--- src/rtl/elbeth_memory_arbiter.sv ---
// Shares one external memory port between the fetch and data requesters, with a bus-timeout watchdog.
// Optional round-robin arbitration is enabled by defining ELBETH_MEM_ARB_RR_EN.
module elbeth_memory_arbiter #(
    parameter int ADDR_WIDTH     = 32,
    parameter int DATA_WIDTH     = 32,
    parameter int TIMEOUT_CYCLES = 255
) (
    input  logic                  clk,
    input  logic                  rst,
    input  logic [ADDR_WIDTH-1:0] imem_addr,
    input  logic                  imem_en,
    output logic [DATA_WIDTH-1:0] imem_rdata,
    output logic                  imem_ready,
    output logic                  imem_error,
    input  logic [ADDR_WIDTH-1:0] dmem_addr,
    input  logic [DATA_WIDTH-1:0] dmem_wdata,
    input  logic [3:0]            dmem_wr,
    input  logic                  dmem_en,
    output logic [DATA_WIDTH-1:0] dmem_rdata,
    output logic                  dmem_ready,
    output logic                  dmem_error,
    output logic [ADDR_WIDTH-1:0] mem_addr,
    output logic [DATA_WIDTH-1:0] mem_wdata,
    output logic [3:0]            mem_wr,
    output logic                  mem_valid,
    input  logic [DATA_WIDTH-1:0] mem_rdata,
    input  logic                  mem_ready
);

    typedef enum logic [1:0] {IDLE, GNT_I, GNT_D} state_t;
    typedef enum logic {GRANT_IMEM, GRANT_DMEM} grant_t;

    localparam int CNT_W = (TIMEOUT_CYCLES > 0) ? $clog2(TIMEOUT_CYCLES + 1) : 1;

    state_t           state;
    grant_t           last_grant;
    logic [CNT_W-1:0] timeout_cnt;
    logic             timeout_hit;
    logic             choose_dmem;

    assign timeout_hit = (TIMEOUT_CYCLES != 0) && (timeout_cnt == CNT_W'(TIMEOUT_CYCLES));

`ifdef ELBETH_MEM_ARB_RR_EN
    // With both pending, the requester that was not served last goes first.
    assign choose_dmem = dmem_en && (!imem_en || (last_grant == GRANT_IMEM));
`else
    // A stalled load/store freezes the whole pipeline, so data always wins.
    assign choose_dmem = dmem_en;
`endif

    always_ff @(posedge clk or posedge rst) begin
        if (rst) begin
            state       <= IDLE;
            last_grant  <= GRANT_IMEM;
            timeout_cnt <= '0;
            mem_valid   <= 1'b0;
            mem_addr    <= '0;
            mem_wdata   <= '0;
            mem_wr      <= '0;
        end else begin
            case (state)
                IDLE: begin
                    if (choose_dmem) begin
                        mem_addr  <= dmem_addr;
                        mem_wdata <= dmem_wdata;
                        mem_wr    <= dmem_wr;
                        mem_valid <= 1'b1;
                        state     <= GNT_D;
                    end else if (imem_en) begin
                        mem_addr  <= imem_addr;
                        mem_wdata <= '0;
                        mem_wr    <= '0;
                        mem_valid <= 1'b1;
                        state     <= GNT_I;
                    end
                end
                GNT_I, GNT_D: begin
                    // Completion takes precedence over a watchdog expiry in the same cycle.
                    if (mem_ready) begin
                        mem_valid   <= 1'b0;
                        timeout_cnt <= '0;
                        last_grant  <= (state == GNT_D) ? GRANT_DMEM : GRANT_IMEM;
                        state       <= IDLE;
                    end else if (timeout_hit) begin
                        mem_valid   <= 1'b0;
                        timeout_cnt <= '0;
                        state       <= IDLE;
                    end else if (TIMEOUT_CYCLES != 0) begin
                        timeout_cnt <= timeout_cnt + CNT_W'(1);
                    end
                end
                default: begin
                    mem_valid <= 1'b0;
                    state     <= IDLE;
                end
            endcase
        end
    end

    assign imem_ready = mem_ready && imem_en && (state == GNT_I);
    assign dmem_ready = mem_ready && dmem_en && (state == GNT_D);
    assign imem_error = timeout_hit && !mem_ready && imem_en && (state == GNT_I);
    assign dmem_error = timeout_hit && !mem_ready && dmem_en && (state == GNT_D);
    assign imem_rdata = (state == GNT_I) ? mem_rdata : '0;
    assign dmem_rdata = (state == GNT_D) ? mem_rdata : '0;

endmodule

--- config.mk ---
export PLATFORM = sky130hd
export DESIGN_NAME = elbeth_memory_arbiter
export DESIGN_NICKNAME = d
export VERILOG_FILES = /design/src/rtl/elbeth_memory_arbiter.sv
export SDC_FILE = /design/constraint.sdc
export NUM_CORES = 1
export LEC_CHECK = 0
export ABC_CLOCK_PERIOD_IN_PS = 3500
export CAP_MARGIN = 5
export CORE_AREA = 2 2 108 110
export DETAILED_ROUTE_END_ITERATION = 6
export DIE_AREA = 0 0 110 112
export GPL_ROUTABILITY_DRIVEN = 0
export HOLD_SLACK_MARGIN = 0.12
export PLACE_DENSITY = 0.79
export SYNTH_ARGS = -nofsm -noshare
export SYNTH_HDL_FRONTEND = slang
export SYNTH_SLANG_ARGS = --single-unit
--- constraint.sdc ---
create_clock -name clk -period 3.5 [get_ports clk]
set_input_delay 0.35 -clock clk [delete_from_list [all_inputs] [get_ports clk]]
set_output_delay 0.35 -clock clk [all_outputs]
set_load 0.02 [all_outputs]
==> results of run 1 <==
[cell usage in the layout (no fill, tap or decap), types with 6 or more instances in the layout]
master	netlist	layout
clkbuf_16	0	9
nand2b_1	6	6
o21ai_1	8	8
mux2i_1	33	33
o21ai_0	27	27
and2_1	65	65
dfrtp_1	79	79
inv_1	7	6
nand2_1	40	40
clkdlybuf4s50_1	0	272
a22o_1	36	36
[critical path: stages, from the launching register on]
cell and delay (ps):
dfrtp_1 410, inv_1 110, ha_1 690, nand2_1 110, nor3_1 160, clkdlybuf4s50_1 640
[power by group]
| part | internal (mW) | total [mW] | switching (mW) |
|---|---|---|---|
| registers | 1.36 | 1.65 | 0.289 |
| clock network | 0.643 | 0.994 | 0.350 |
| logic | 1.51 | 3.08 | 1.57 |
[layer usage]
metal	GRT usage, %	wire length (microns)	vias to the layer above
li1	-	-	1811
met1	22.5	4710	1732
met2	36.5	6450	183
met3	4.33	1090	29
met4	9.87	402	0
met5	0	0	-
[state kept, by name, summed over array words and instances (netlist names)]
signal / cells
mem_wdata: 32
mem_addr: 32
timeout_cnt: 8
mem_wr: 4
mem_valid: 1
state: 2
[cell type report]
cell class                 instances  area [sq um]  share of cell area (%)
inverter                           7          27.5                   0.393
multi-input combinational        257          1730                    24.7
clock inverter                     5          81.3                    1.16
timing repair buffer             277          2770                    39.5
clock buffer                      11           243                    3.46
tap                              143           179                    2.55
sequential                        79          1980                    28.2
[how the worst max path moves through the flow]
stage | from | cells after the start | end | slack (ps)
finish | state[0] | 5 | dmem_error | 690
global route | state[0] | 5 | dmem_error | 440
CTS | state[0] | 5 | dmem_error | 690
detailed placement | state[0] | 5 | dmem_error | 1050
global placement | state[1] | 5 | imem_error | 1130
floorplan | rst | 1 | mem_addr[0] | 1130
[kinds of logic after synthesis]
family	count (synthesis)
buffers and inverters	33
AO/OA/AOI/OAI	86
multiplexers	33
AND/OR/NAND/NOR	134
adder cells (fa/ha/maj)	4
flip-flops	79
==> flow_summary_export.csv, run 1 <==
group,metric,value,unit
status,status,"finished clean",
timing,clock_skew,6.37,ps
detailed_routing,drc,0,
cells_and_area,final_util,62.7,%
synth,yosysTopAreaCell,"dfrtp_1",
synth,synth_top_family_by_area,"simple AND/OR/NAND/NOR gates",
timing,setup_violations,0,
critical_path,worstPathArrival,2460,ps
pwr,power.density,816,mW/mm^2
pwr,power.total,5.72,mW
detailed_routing,wirelength,12.7,mm
detailed_routing,wire_per_inst,16.2,microns
cts,cts.path.max_buffers,2,
cts,cts_buffers,9,
placement,dp_hpwl,10.0,mm
synth,synth.area.top_cells,"dfrtp_1 51%, and2_1 10%, mux2i_1 8.5%",
critical_path,path_max_fanout,34,
cts,cts_setup_buffers,0,
detailed_routing,via_per_inst,4.82,
critical_path,rrSetupSlack,1640,ps
cts,cts_tree,"done",
critical_path,reg2regPathDepth,5,
floorplan,die_y,112,microns
synth,ys_ff_latch,79,
floorplan,dieWidth,110,microns
floorplan,initial_core_util,34.8,%
cells_and_area,diodes,0,
placement,place_ws,1050,ps
cells_and_area,syn2layout_area_growth,80.0,%
global_route,antenna_found_initial,0,
synth,netlist.area_leader.share,50.8,%
cells_and_area,stdcell_area,0.00701,sq mm
timing,period_needed,2810,ps
synth,synthAdderAreaFrac,1.29,%
placement,placed_area,0.00668,sq mm
synth,synth_compound_area_share,15.9,%
synth,synth_simple_gate_area_share,18.8,%
detailed_routing,ant_nets,0,
timing,grt_setup_unrepaired,"no",
cells_and_area,fin_cells,779,
floorplan,die-area,0.0123,sq mm
synth,async_flop_share,100,%
synth,synth_edf_count,0,
floorplan,core_area,0.0112,sq mm
cts,clkTransAtPathRegs,60,ps
synth,yosysMostFrequentCell,"dfrtp_1",
synth,synth_ff_type,"dfrtp_1",
cts,cts_sinks,79,
pwr,power.leakage,2.99,nW
synth,ys_types,37,
detailed_routing,drt-initial-drc-count,158,
timing,worst_hold_slack,460,ps
timing,max_freq,0.356,GHz
global_route,grt_pass1_vias,3788,
synth,synth-xor-area-share,0,%
cts,ctsResizeCount,0,
critical_path,r2r-start,"state[0]",
global_route,grt_max_degree,73,
cells_and_area,nNetsFinal,772,
detailed_routing,vias,3755,
placement,port_buffers,273,
synth,avgSynthCellArea,10.5,sq um
synth,synthCells,369,
timing,fin_crit_sh,80.2,%
detailed_routing,dr.pass1.iters,4,
cts,clk_latency,330,ps
cells_and_area,drive_above_1_share,3.62,%
synth,netlist_area,0.00389,sq mm
timing,tightest_slew,807,ps
cts,ctsRootBufferMaster,"clkbuf_16",
floorplan,rows,39,
cts,htree_levels,3,
critical_path,startpoint_type,"flop",
timing,hold_violations,0,
timing,setup_ws,693,ps
global_route,grt_pass1_wl,19.2,mm
cts,ctsHoldBuffers,0,
synth,synth_mux_area_share,8.49,%
synth,yosys-top-cells-count,"79 x dfrtp_1, 65 x and2_1, 40 x nand2_1",
cells_and_area,fillCellCount,926,
critical_path,end_kind,"output port",
pwr,vdd_drop_max,0.547,mV
global_route,overflow,0,
critical_path,critical_path_required,3150,ps
synth,yosys_warnings,0,
worst_hold_path,hold_class,"in -> async",
critical_path,rr_endpoint,"state[1]",
synth,synth_fp_nets,510,
timing,maxSlewHeadroom,46.2,%
critical_path,critical_path_class,"reg -> out",
job,drv_cap,0,
synth,ys_seq_area_share,50.8,%
placement,dp.cells,763,
timing,setup_tns,0,ps
floorplan,pin_count,274,
timing,slew_violations,0,
global_route,track_usage,20.4,%
No activity file was read; power rests on OpenSTA's default activity.
==> inputs of run 2 (changes only) <==
- ABC_CLOCK_PERIOD_IN_PS: 3500 -> 2900
- CORE_AREA: 2 2 108 110 -> unset
- CORE_UTILIZATION: unset -> 35
- DIE_AREA: 0 0 110 112 -> unset
- clock period: 3.5 -> 2.9 ns (I/O delays scaled with it)
==> run 2 against run 1 <==
Net effect: register-to-register slack worse by 590 ps; largest cell class unchanged; final cell count down 0.26%; sequential power up 20%; clock power is 31% lower; non-clock buffer count up 2.
==> flow_summary_export.csv, run 2 (synthesized netlist as in run 1, its figures left out) <==
group,metric,value,unit
timing,fin_crit_sh,91.4,%
global_route,busiest_layer,"met2",
pwr,pwr-share-clk,10.8,%
global_route,grt_pass1_vias,3772,
critical_path,worstPathArrival,2360,ps
pwr,p_sw_share,40.6,%
placement,dp_hpwl,9.68,mm
global_route,grt_max_degree,101,
timing,max_freq,0.377,GHz
status,status,"finished clean",
critical_path,reg2regPathDepth,5,
cells_and_area,syn2layout_area_growth,76.5,%
timing,clock_skew,5.79,ps
cts,ctsRootBufferMaster,"clkbuf_8",
cells_and_area,fillCellCount,874,
placement,dp.cells,762,
global_route,grtUsageMet1,22.3,%
timing,grt_setup_unrepaired,"no",
cts,cts.path.max_buffers,2,
timing,maxSlewHeadroom,54.8,%
cells_and_area,nNetsFinal,774,
cts,htree_levels,3,
pwr,seqPwrFrac,30.9,%
floorplan,rows,38,
pwr,p_comb_share,58.3,%
cells_and_area,multi_input_area,0.00173,sq mm
pwr,vdd_drop_max,0.564,mV
timing,tightest_slew,677,ps
detailed_routing,vias,3726,
timing,setup_violations,0,
cts,clkTransAtPathRegs,70,ps
job,drv_cap,0,
worst_hold_path,hold_class,"in -> async",
global_route,grt_use_met2,39.4,%
cts,clk_latency,340,ps
detailed_routing,drc,0,
timing,slew_violations,0,
cells_and_area,drive_above_1_share,3.77,%
cts,cts_setup_buffers,0,
critical_path,startpoint_type,"flop",
cells_and_area,final_cell_mix,"272 x clkdlybuf4s50_1, 79 x dfrtp_1, 65 x and2_1, 40 x nand2_1, 36 x a22o_1",
floorplan,initial_core_util,35.9,%
critical_path,critical_path_required,2610,ps
cts,ctsHoldBuffers,0,
global_route,overflow,0,
pwr,power.total,6.40,mW
cts,cts_sinks,79,
global_route,antenna_found_initial,0,
critical_path,end_kind,"output port",
detailed_routing,ant_nets,0,
critical_path,critPathLaunch,"state[0]",
cts,cts_tree,"done",
detailed_routing,wirelength,12.2,mm
cells_and_area,diodes,0,
global_route,grt_pass1_wl,18.8,mm
floorplan,dieWidth,107,microns
detailed_routing,dr.pass1.iters,4,
pwr,intPower,3.80,mW
cts,ctsResizeCount,0,
cells_and_area,final_util,63.4,%
detailed_routing,wire_per_inst,15.7,microns
timing,setup_tns,0,ps
cells_and_area,register_area,0.00198,sq mm
cells_and_area,largestRegisters,"mem_addr x32, mem_wdata x32, timeout_cnt x8",
cts,cts_buffers,9,
global_route,track_usage,21.3,%
detailed_routing,via_per_inst,4.80,
floorplan,pin_count,274,
pwr,power.leakage,2.93,nW
floorplan,die_y,107,microns
floorplan,die-area,0.0115,sq mm
detailed_routing,drt-initial-drc-count,145,
global_route,grtUsageMet3,4.96,%
pwr,p_switching,2.60,mW
cells_and_area,fin_cells,777,
critical_path,path_max_fanout,22,
timing,hold_violations,0,
critical_path,critical_path_class,"reg -> out",
critical_path,r2r-start,"state[0]",
pwr,power.density,932,mW/mm^2
cells_and_area,mostFrequentLayoutCell,"clkdlybuf4s50_1",
placement,port_buffers,273,
floorplan,core_area,0.0108,sq mm
timing,period_needed,2650,ps
[run 2: changes by cell type in the layout (fill, tap and decap cells not counted), sizes merged]
cell | before | now
buf | 5 | 7
clkinv | 3 | 4
bufinv | 2 | 0
[run 2: final cells by class]
cell class	instances	area share (%)
timing repair buffer	279	40.7
sequential	79	28.8
multi-input combinational	257	25.2
tap	140	2.55
clock buffer	11	2.06
inverter	7	0.401
clock inverter	4	0.328
[run 2: path summary, 6_finish.rpt]
path	endpoint	slack, ps
setup / recovery	dmem_rdata[3]	250
hold / removal	mem_wdata[30]	350
setup reg to reg	state[1]	1050
hold reg to reg	mem_addr[6]	480
max in group asynchronous	mem_wr[1]	1920
min in group clk	mem_addr[6]	480
[run 2: metal layers]
metal  vias to the layer above  routed length (microns)  part of all wire (%)
met1                      1707                     4510                    37
li1                       1807                        -                     -
met3                        30                      955                   7.8
met2                       182                     6330                    52
met4                         0                      441                   3.6
met5                         -                        0                     0
[run 2: power by group through the flow]
stage / sequential, mW / combinational, mW / clock [mW]
floorplan: 2.54 / 1.37 / 0
global placement: 1.97 / 3.70 / 0
detailed placement: 1.98 / 3.78 / 0
CTS: 1.98 / 3.78 / 0.719
global route: 2.05 / 3.99 / 0.762
finish: 1.98 / 3.73 / 0.689
[run 2: through the flow]
stage	instance area, sq um	hold slack, ps	setup WS (ps)
2_1_floorplan	3890	423	587
3_3_place_gp	6710	464	688
3_5_place_dp	6710	471	604
4_1_cts	6870	363	221
5_1_grt	6870	412	25.5
6_report	6870	354	248
[run 2: critical path: stages (launching register included)]
cell and delay [ps]:
dfrtp_1 410, inv_1 90, ha_1 510, buf_4 270, and2_1 150, clkdlybuf4s50_1 600
